### src/rtl/apb_regfile_slave.sv
// APB completer: word-addressed register bank behind a 256-byte window, with
// programmable wait states, slave-error response and a saturating write counter.
module apb_regfile_slave #(
  parameter logic [31:0] BASE_ADDR   = 32'hDEAD_CA00,
  parameter int          NUM_REGS    = 64,
  parameter int          WAIT_CYCLES = 1,
  parameter logic [31:0] ID_VALUE    = 32'hA7B0_0001
) (
  input  logic        clk,
  input  logic        rst,
  input  logic        psel_i,
  input  logic        penable_i,
  input  logic [31:0] paddr_i,
  input  logic        pwrite_i,
  input  logic [31:0] pwdata_i,
  output logic        pready_o,
  output logic [31:0] prdata_o,
  output logic        pslverr_o,
  output logic [15:0] wr_cnt_o
);

  localparam int IDX_W = $clog2(NUM_REGS);

  typedef enum logic [1:0] {IDLE, WAIT, RESP} state_t;

  state_t           state, state_nxt;
  logic [3:0]       cnt, cnt_nxt;
  logic [IDX_W-1:0] idx_q;
  logic             wr_q;
  logic             err_q;
  logic [31:0]      regs [NUM_REGS];

  logic             setup;
  logic [IDX_W-1:0] idx_in;
  logic             err_in;
  logic [IDX_W-1:0] rd_idx;
  logic             rd_err;
  logic             do_write;
  logic             unused_addr_lsb;

  assign setup           = psel_i & ~penable_i;
  assign idx_in          = paddr_i[IDX_W+1:2];
  assign unused_addr_lsb = ^paddr_i[1:0];
  // Out-of-window accesses and writes to the read-only ID slot both error.
  assign err_in = (paddr_i[31:8] != BASE_ADDR[31:8]) | (pwrite_i & (idx_in == '0));

  // With WAIT_CYCLES=0 the response is loaded straight from the setup-cycle bus.
  assign rd_idx = (state == IDLE) ? idx_in : idx_q;
  assign rd_err = (state == IDLE) ? err_in : err_q;

  assign do_write = (state == RESP) & psel_i & penable_i & pready_o & wr_q & ~err_q;

  always_comb begin
    state_nxt = state;
    cnt_nxt   = cnt;
    case (state)
      IDLE: begin
        if (setup) begin
          if (WAIT_CYCLES == 0) begin
            state_nxt = RESP;
          end else begin
            state_nxt = WAIT;
            cnt_nxt   = 4'(WAIT_CYCLES);
          end
        end
      end
      WAIT: begin
        if (!psel_i) begin
          state_nxt = IDLE;
          cnt_nxt   = '0;
        end else begin
          cnt_nxt = cnt - 4'd1;
          if (cnt == 4'd1) state_nxt = RESP;
        end
      end
      RESP:    state_nxt = IDLE;
      default: state_nxt = IDLE;
    endcase
  end

  always_ff @(posedge clk) begin
    if (!rst) begin
      state     <= IDLE;
      cnt       <= '0;
      idx_q     <= '0;
      wr_q      <= 1'b0;
      err_q     <= 1'b0;
      pready_o  <= 1'b0;
      prdata_o  <= '0;
      pslverr_o <= 1'b0;
      wr_cnt_o  <= '0;
      for (int i = 0; i < NUM_REGS; i++) regs[i] <= '0;
    end else begin
      state <= state_nxt;
      cnt   <= cnt_nxt;
      if (state == IDLE && setup) begin
        idx_q <= idx_in;
        wr_q  <= pwrite_i;
        err_q <= err_in;
      end
      pready_o  <= (state_nxt == RESP);
      pslverr_o <= (state_nxt == RESP) & rd_err;
      if (state_nxt == RESP) begin
        if (rd_err)               prdata_o <= '0;
        else if (rd_idx == '0)    prdata_o <= ID_VALUE;
        else                      prdata_o <= regs[rd_idx];
      end
      if (do_write) begin
        regs[idx_q] <= pwdata_i;
        if (wr_cnt_o != 16'hFFFF) wr_cnt_o <= wr_cnt_o + 16'd1;
      end
    end
  end

endmodule
### config.mk
export PLATFORM = sky130hd
export DESIGN_NAME = apb_regfile_slave
export DESIGN_NICKNAME = d
export VERILOG_FILES = /design/src/rtl/apb_regfile_slave.sv
export SDC_FILE = /design/constraint.sdc
export NUM_CORES = 2
export LEC_CHECK = 0
export ABC_CLOCK_PERIOD_IN_PS = 5000
export BUFFER_PORTS_ARGS = -buffer_cell sky130_fd_sc_hd__buf_2
export CAP_MARGIN = 10
export CORE_MARGIN = 5
export CORE_UTILIZATION = 43
export CTS_CLUSTER_SIZE = 25
export DETAILED_ROUTE_END_ITERATION = 6
export GPL_ROUTABILITY_DRIVEN = 1
export GPL_TIMING_DRIVEN = 0
export PLACE_DENSITY_LB_ADDON = 0.3
export SLEW_MARGIN = 20
export SYNTH_ARGS = -nofsm -noshare
export SYNTH_HDL_FRONTEND = slang
export SYNTH_SLANG_ARGS = --single-unit
### constraint.sdc
create_clock -name clk -period 5 [get_ports clk]
set_clock_uncertainty 0.1 [all_clocks]
set_input_delay 1 -clock clk [delete_from_list [all_inputs] [get_ports clk]]
set_output_delay 1 -clock clk [all_outputs]
set_load 0.005 [all_outputs]
After elaboration in Yosys (flattened, before gate mapping)
Memory sizes are Yosys's and may differ from the RTL's.
Index checks and enable logic that the tools add are counted.
{"block": "word_totals", "regBits": 64, "latch_bits": 0, "ramBits": 2048, "rom_bits": 0, "input_bits": 69, "word_cells": 56, "mem_count": 1}
{"block": "op_classes", "n_addsub": 2, "n_mul": 0, "div_mod_pow": 0, "order_cmp": 0, "n_eq_ne": 7, "n_shift": 0, "n_mux": 18, "bitwise": 11, "reduce_logical": 8}
{"memory": "regs", "words": 64, "width": 32, "rd": 1, "rd_clocked_by_memory_dff": 0, "wr": 64, "line_no": "31", "source": "logic [31:0] regs [NUM_REGS];"}
{"op": "$mux 32", "count": 3}
{"op": "$reduce_or 32->1", "count": 1}
{"op": "$ne 24x24->1 const B", "count": 1}
{"op": "$add 16x1->16 const B", "count": 1}
{"op": "$ne 16x16->1 const B", "count": 1}
{"op": "$logic_not 6->1", "count": 2}
{"op": "$mux 6", "count": 2}
{"op": "$and 1x1->1", "count": 8}
{"op": "$mux 4", "count": 2}
{"op": "$pmux 4 s2", "count": 1}
{"op": "$mux 1", "count": 6}
{"op": "$mux 2", "count": 3}
{"op": "$eq 2x2->1 const B", "count": 2}
{"op": "$eq 4x1->1 const B", "count": 1}
{"op": "$pmux 2 s2", "count": 1}
{"op": "$reduce_and 2->1", "count": 2}
{"op": "$sub 4x1->4 const B", "count": 1}
{"op": "$eq 2x1->1 const B", "count": 1}
{"op": "$logic_not 2->1", "count": 1}
{"op": "$ne 2x2->1 const B", "count": 1}
{"op": "$not 1->1", "count": 2}
{"op": "$reduce_bool 2->1", "count": 1}
{"op": "$logic_and 1x1->1", "count": 1}
{"op": "$or 1x1->1", "count": 1}

Longest topological paths before layout
{"block": "logic_depth", "depth_word": 11, "depth_mapped": 14}

Worst setup path before layout
No wires, ideal clock.
{"block": "synth_timing", "path_kind": "input -> register", "from": "input port penable_i", "to": "memory regs[22][0], enable pin", "setup_ps": 466, "arrival_time_ps": 4730, "required_ps": 4434, "setup_slack_ps": -296, "path_stages": 8, "path_cell_list": "nor2b_1 > and3_1 > and4_1 > nand3_1 > or3b_2 > clkbuf_1 > clkbuf_1 > o21ai_0"}
{"element": "start, declared", "line_no": "12", "source": "input logic penable_i,"}
{"element": "end, declared", "line_no": "31"}

Worst setup path in the final report
{"block": "layout_timing", "from": "register state[0]", "to": "register prdata_o[2]"}
{"block": "layout_via", "elab_chain_len": 5, "word_cells_on_any_way": 13, "classes_between": "2 x eq/ne; 8 x mux; 2 x reduce/logical; 1 x memory"}
{"element": "start, declared", "line_no": "26", "source": "state_t state, state_nxt;"}
{"element": "start signal, assigned", "line_no": "94", "source": "state <= state_nxt;"}
{"element": "$logic_not 2->1", "line_no": "48, 49, 56"}
{"element": "$mux 6", "line_no": "48", "source": "assign rd_idx = (state == IDLE) ? idx_in : idx_q;"}
{"element": "$mem_v2 64x32 or $logic_not 6->1 (tied branches)"}
{"element": "$mux 32", "line_no": "105", "source": "else if (rd_idx == '0) prdata_o <= ID_VALUE;"}
{"element": "$mux 32", "line_no": "104", "source": "if (rd_err) prdata_o <= '0;"}
{"element": "end signal, assigned", "line_no": "106", "source": "else prdata_o <= regs[rd_idx];"}
{"element": "end, declared", "line_no": "17", "source": "output logic [31:0] prdata_o,"}
Several ways; a longest one is shown, not always the timed one.
A chain may end at the register's enable or synchronous reset.

==> qor.txt <==
Total Routing Usage GR - 0.4659
Clk Latency, worst-skew pair - 0.96 ns
CP Cell Sequence - buf_6, o21ai_0, buf_2, and2_1, buf_6, buf_6, buf_2, buf_2, a31oi_1, o22ai_1, a2bb2oi_1, o21ai_1
die width - 487.1 um
Final Critical Period - 5.482 ns
Root Buffer - clkbuf_16
starting density of the core - 0.4310
initial DRC count - 16,990
antenna-violating nets left - 0
largest delay contributor family on the critical path - buffers and inverters
first-pass GRT wire length - 713,400 um
#FFs+latches synth - 2,112
Final Max Slew Viols - 0
Post-synth EDFFs - 2,048
CP max-delay cell - buf_2
detailed placement HPWL - 403,100 um
Highest Clock Rate - 182.4 MHz
Clock Sinks - 2,112
RR Startpoint - state[0]
r2r setup slk - -0.48 ns
total grt overflow - 0
worst setup margin - -0.4817 ns
worst reg2reg path depth - 12
Placer Congestion - 1.057
setup TNS - -28.46 ns
pin count of the biggest net entering global routing - 20
num ports - 119
Peak supply drop - 0.3286 mV
Mapped Cells - 7,820
Async S/R FF share, synth - 0
Reg-to-Reg End - prdata_o[2]
Slew Limit Headroom - 0.02252
fin crit share - 1.096
commonest non-fill, non-tap cells in the layout - and2_1 (2,084), edfxtp_1 (2,048), nand2_1 (978)
Final Hold Viols - 0
final non-filler cell area - 114,900 um2
status - finished with violations
violated checks - design-rule violations, negative setup slack
CP Buf/Inv Count - 6
placed cell count - 11,070
hold path startpoint - pwrite_i
Top FF cell, synth - edfxtp_1
Netlist cell types - 95
die area - 237,300 um2
DRT Pass-1 Iters - 7
hold buffers post-CTS - 0
CP required - 5.72 ns
IO Port Bufs - 82
vias in the first global route - 71,000
initial antenna violation count - 151
RSZ-0062 raised after global routing - no
Die H - 487.1 um
Num CTS Buffers - 226
CP arrival - 6.20 ns
post-synthesis sequential area ratio - 0.6414
Setup violations, final - 187
layout cells sized above 1 - 0.1399
H-tree depth - 4
commonest non-fill, non-tap cell in the layout - and2_1
PwrDens - 376.4 nW/um2
Critical Path Max Stage Delay - 1.09 ns
Design Power - 43.26 mW
Crit Path Max Fanout - 11
WS Path Type - flip-flop to flip-flop
CTS Buffer Depth - 3
leakage power - 42.51 nW
hold path cells - 3
Mean Syn Cell Area - 12.52 um2
CTS tree - done
YS warnings - 0
# DRC - 9
Area after DPL - 107,100 um2
Syn-to-layout area delta - 17.41%
Synth Cell Area - 97,870 um2
Mapped Nets - 7,892
CTS clk-pin slew, worst paths - 0.06 ns
Critical Path Source Type - flip-flop
hold slack - 0.3023 ns
maxcap violations - 0
Finished Layout Cells - 11,630
worst min path class - input port to flip-flop
Hold Path End - wr_q
Routed wire per std cell - 48.65 um
final core occ - 0.5061
DR vias/cell - 6.890
worst slack at placement - -1.647 ns
via count - 80,150
final WL - 566,000 um
total core area - 227,100 um2
# rows - 175
Worst Setup End Kind - flip-flop
worst-margin pin slew - 1.466 ns
nets - 8,360
==> report_power, final <==
part	total, mW	leakage [nW]	switching [mW]	internal [mW]
combinational	5.87	17.2	4.60	1.27
sequential	20.1	21.7	0.186	19.9
clock	17.3	3.62	7.76	9.53
total	43.3	42.5	12.5	30.7
==> per-layer routing <==
layer | GRT usage | part of all wire
met1 | 0.5629 | 0.34
met2 | 0.6159 | 0.39
met3 | 0.2244 | 0.16
met4 | 0.4021 | 0.11
met5 | 0 | 0.00098
==> cell type report <==
cell class | count | area [um2]
sequential | 2112 | 62780
multi-input combinational | 4902 | 32410
clock inverter | 133 | 1338
timing repair buffer | 244 | 4410
antenna | 139 | 347.8
fill | 19810 | 112200
buffer | 782 | 3695
tap | 3009 | 3765
inverter | 20 | 75.07
clock buffer | 292 | 6086
==> sequential cells by signal, summed over array words and instances, names as in the netlist <==
| name | count |
|---|---|
| prdata_o | 32 |
| pready_o | 1 |
| idx_q | 6 |
| wr_q | 1 |
| wr_cnt_o | 16 |
| pslverr_o | 1 |
| err_q | 1 |
| state | 2 |
| cnt | 4 |
| regs | 2048 |
==> kinds of logic after synthesis <==
logic type	Yosys count	synth area share
fa+ha+maj	3	0.0003836
mux	279	0.04592
simple gates	3664	0.2047
compound gates	941	0.06906
flops	2112	0.6414
buf+inv	806	0.03710
xor+xnor	15	0.001342
==> how the worst max path moves through the flow <==
stage / end / cells after the start / from
4_1_cts: regs[14][8] / 10 / err_q
3_3_place_gp: regs[26][4] / 8 / penable_i
6_report: prdata_o[2] / 12 / state[0]
2_1_floorplan: regs[22][0] / 8 / penable_i
5_1_grt: regs[8][21] / 10 / err_q
3_5_place_dp: regs[8][22] / 10 / penable_i
==> synth_stat cells (all sizes together) (10+ instances only) <==
cell type | n | area share
and2 | 2084 | 0.13
edfxtp | 2048 | 0.63
nand2 | 984 | 0.038
clkbuf | 521 | 0.020
buf | 265 | 0.016
and3 | 199 | 0.013
a211oi | 190 | 0.015
nand3 | 168 | 0.0086
mux2i | 134 | 0.014
mux4 | 134 | 0.031
nor2 | 129 | 0.0052
a21oi | 127 | 0.0065
a31oi | 125 | 0.0080
o21ai | 106 | 0.0057
a311oi | 64 | 0.0057
dfxtp | 64 | 0.013
a32oi | 63 | 0.0056
a2111oi | 49 | 0.0046
a211o | 36 | 0.0032
o22ai | 34 | 0.0022
nand4 | 31 | 0.0020
inv | 19 | 0.00073
a22oi | 17 | 0.0013
a22o | 12 | 0.0011
o2111ai | 12 | 0.0011
mux2 | 11 | 0.0013
xor2 | 11 | 0.00098
o22a | 10 | 0.00089
==> tightest hold or removal path: cells and delay by family <==
kind / cells / cell delay [ns]
simple gates: 1 / 0.08
compound gates: 1 / 0.05
buf+inv: 1 / 0.18
==> what timing repair did <==
action | in CTS | in global routing
endpoints found under the setup margin | 1647 | 16
cloned | 0 | 0
buffers inserted | 2 | 0
resized for setup | 10 | 7
endpoints found under the hold margin | 0 | 0
pin swaps | 1 | 0
Power figures use the tool's default switching activity.
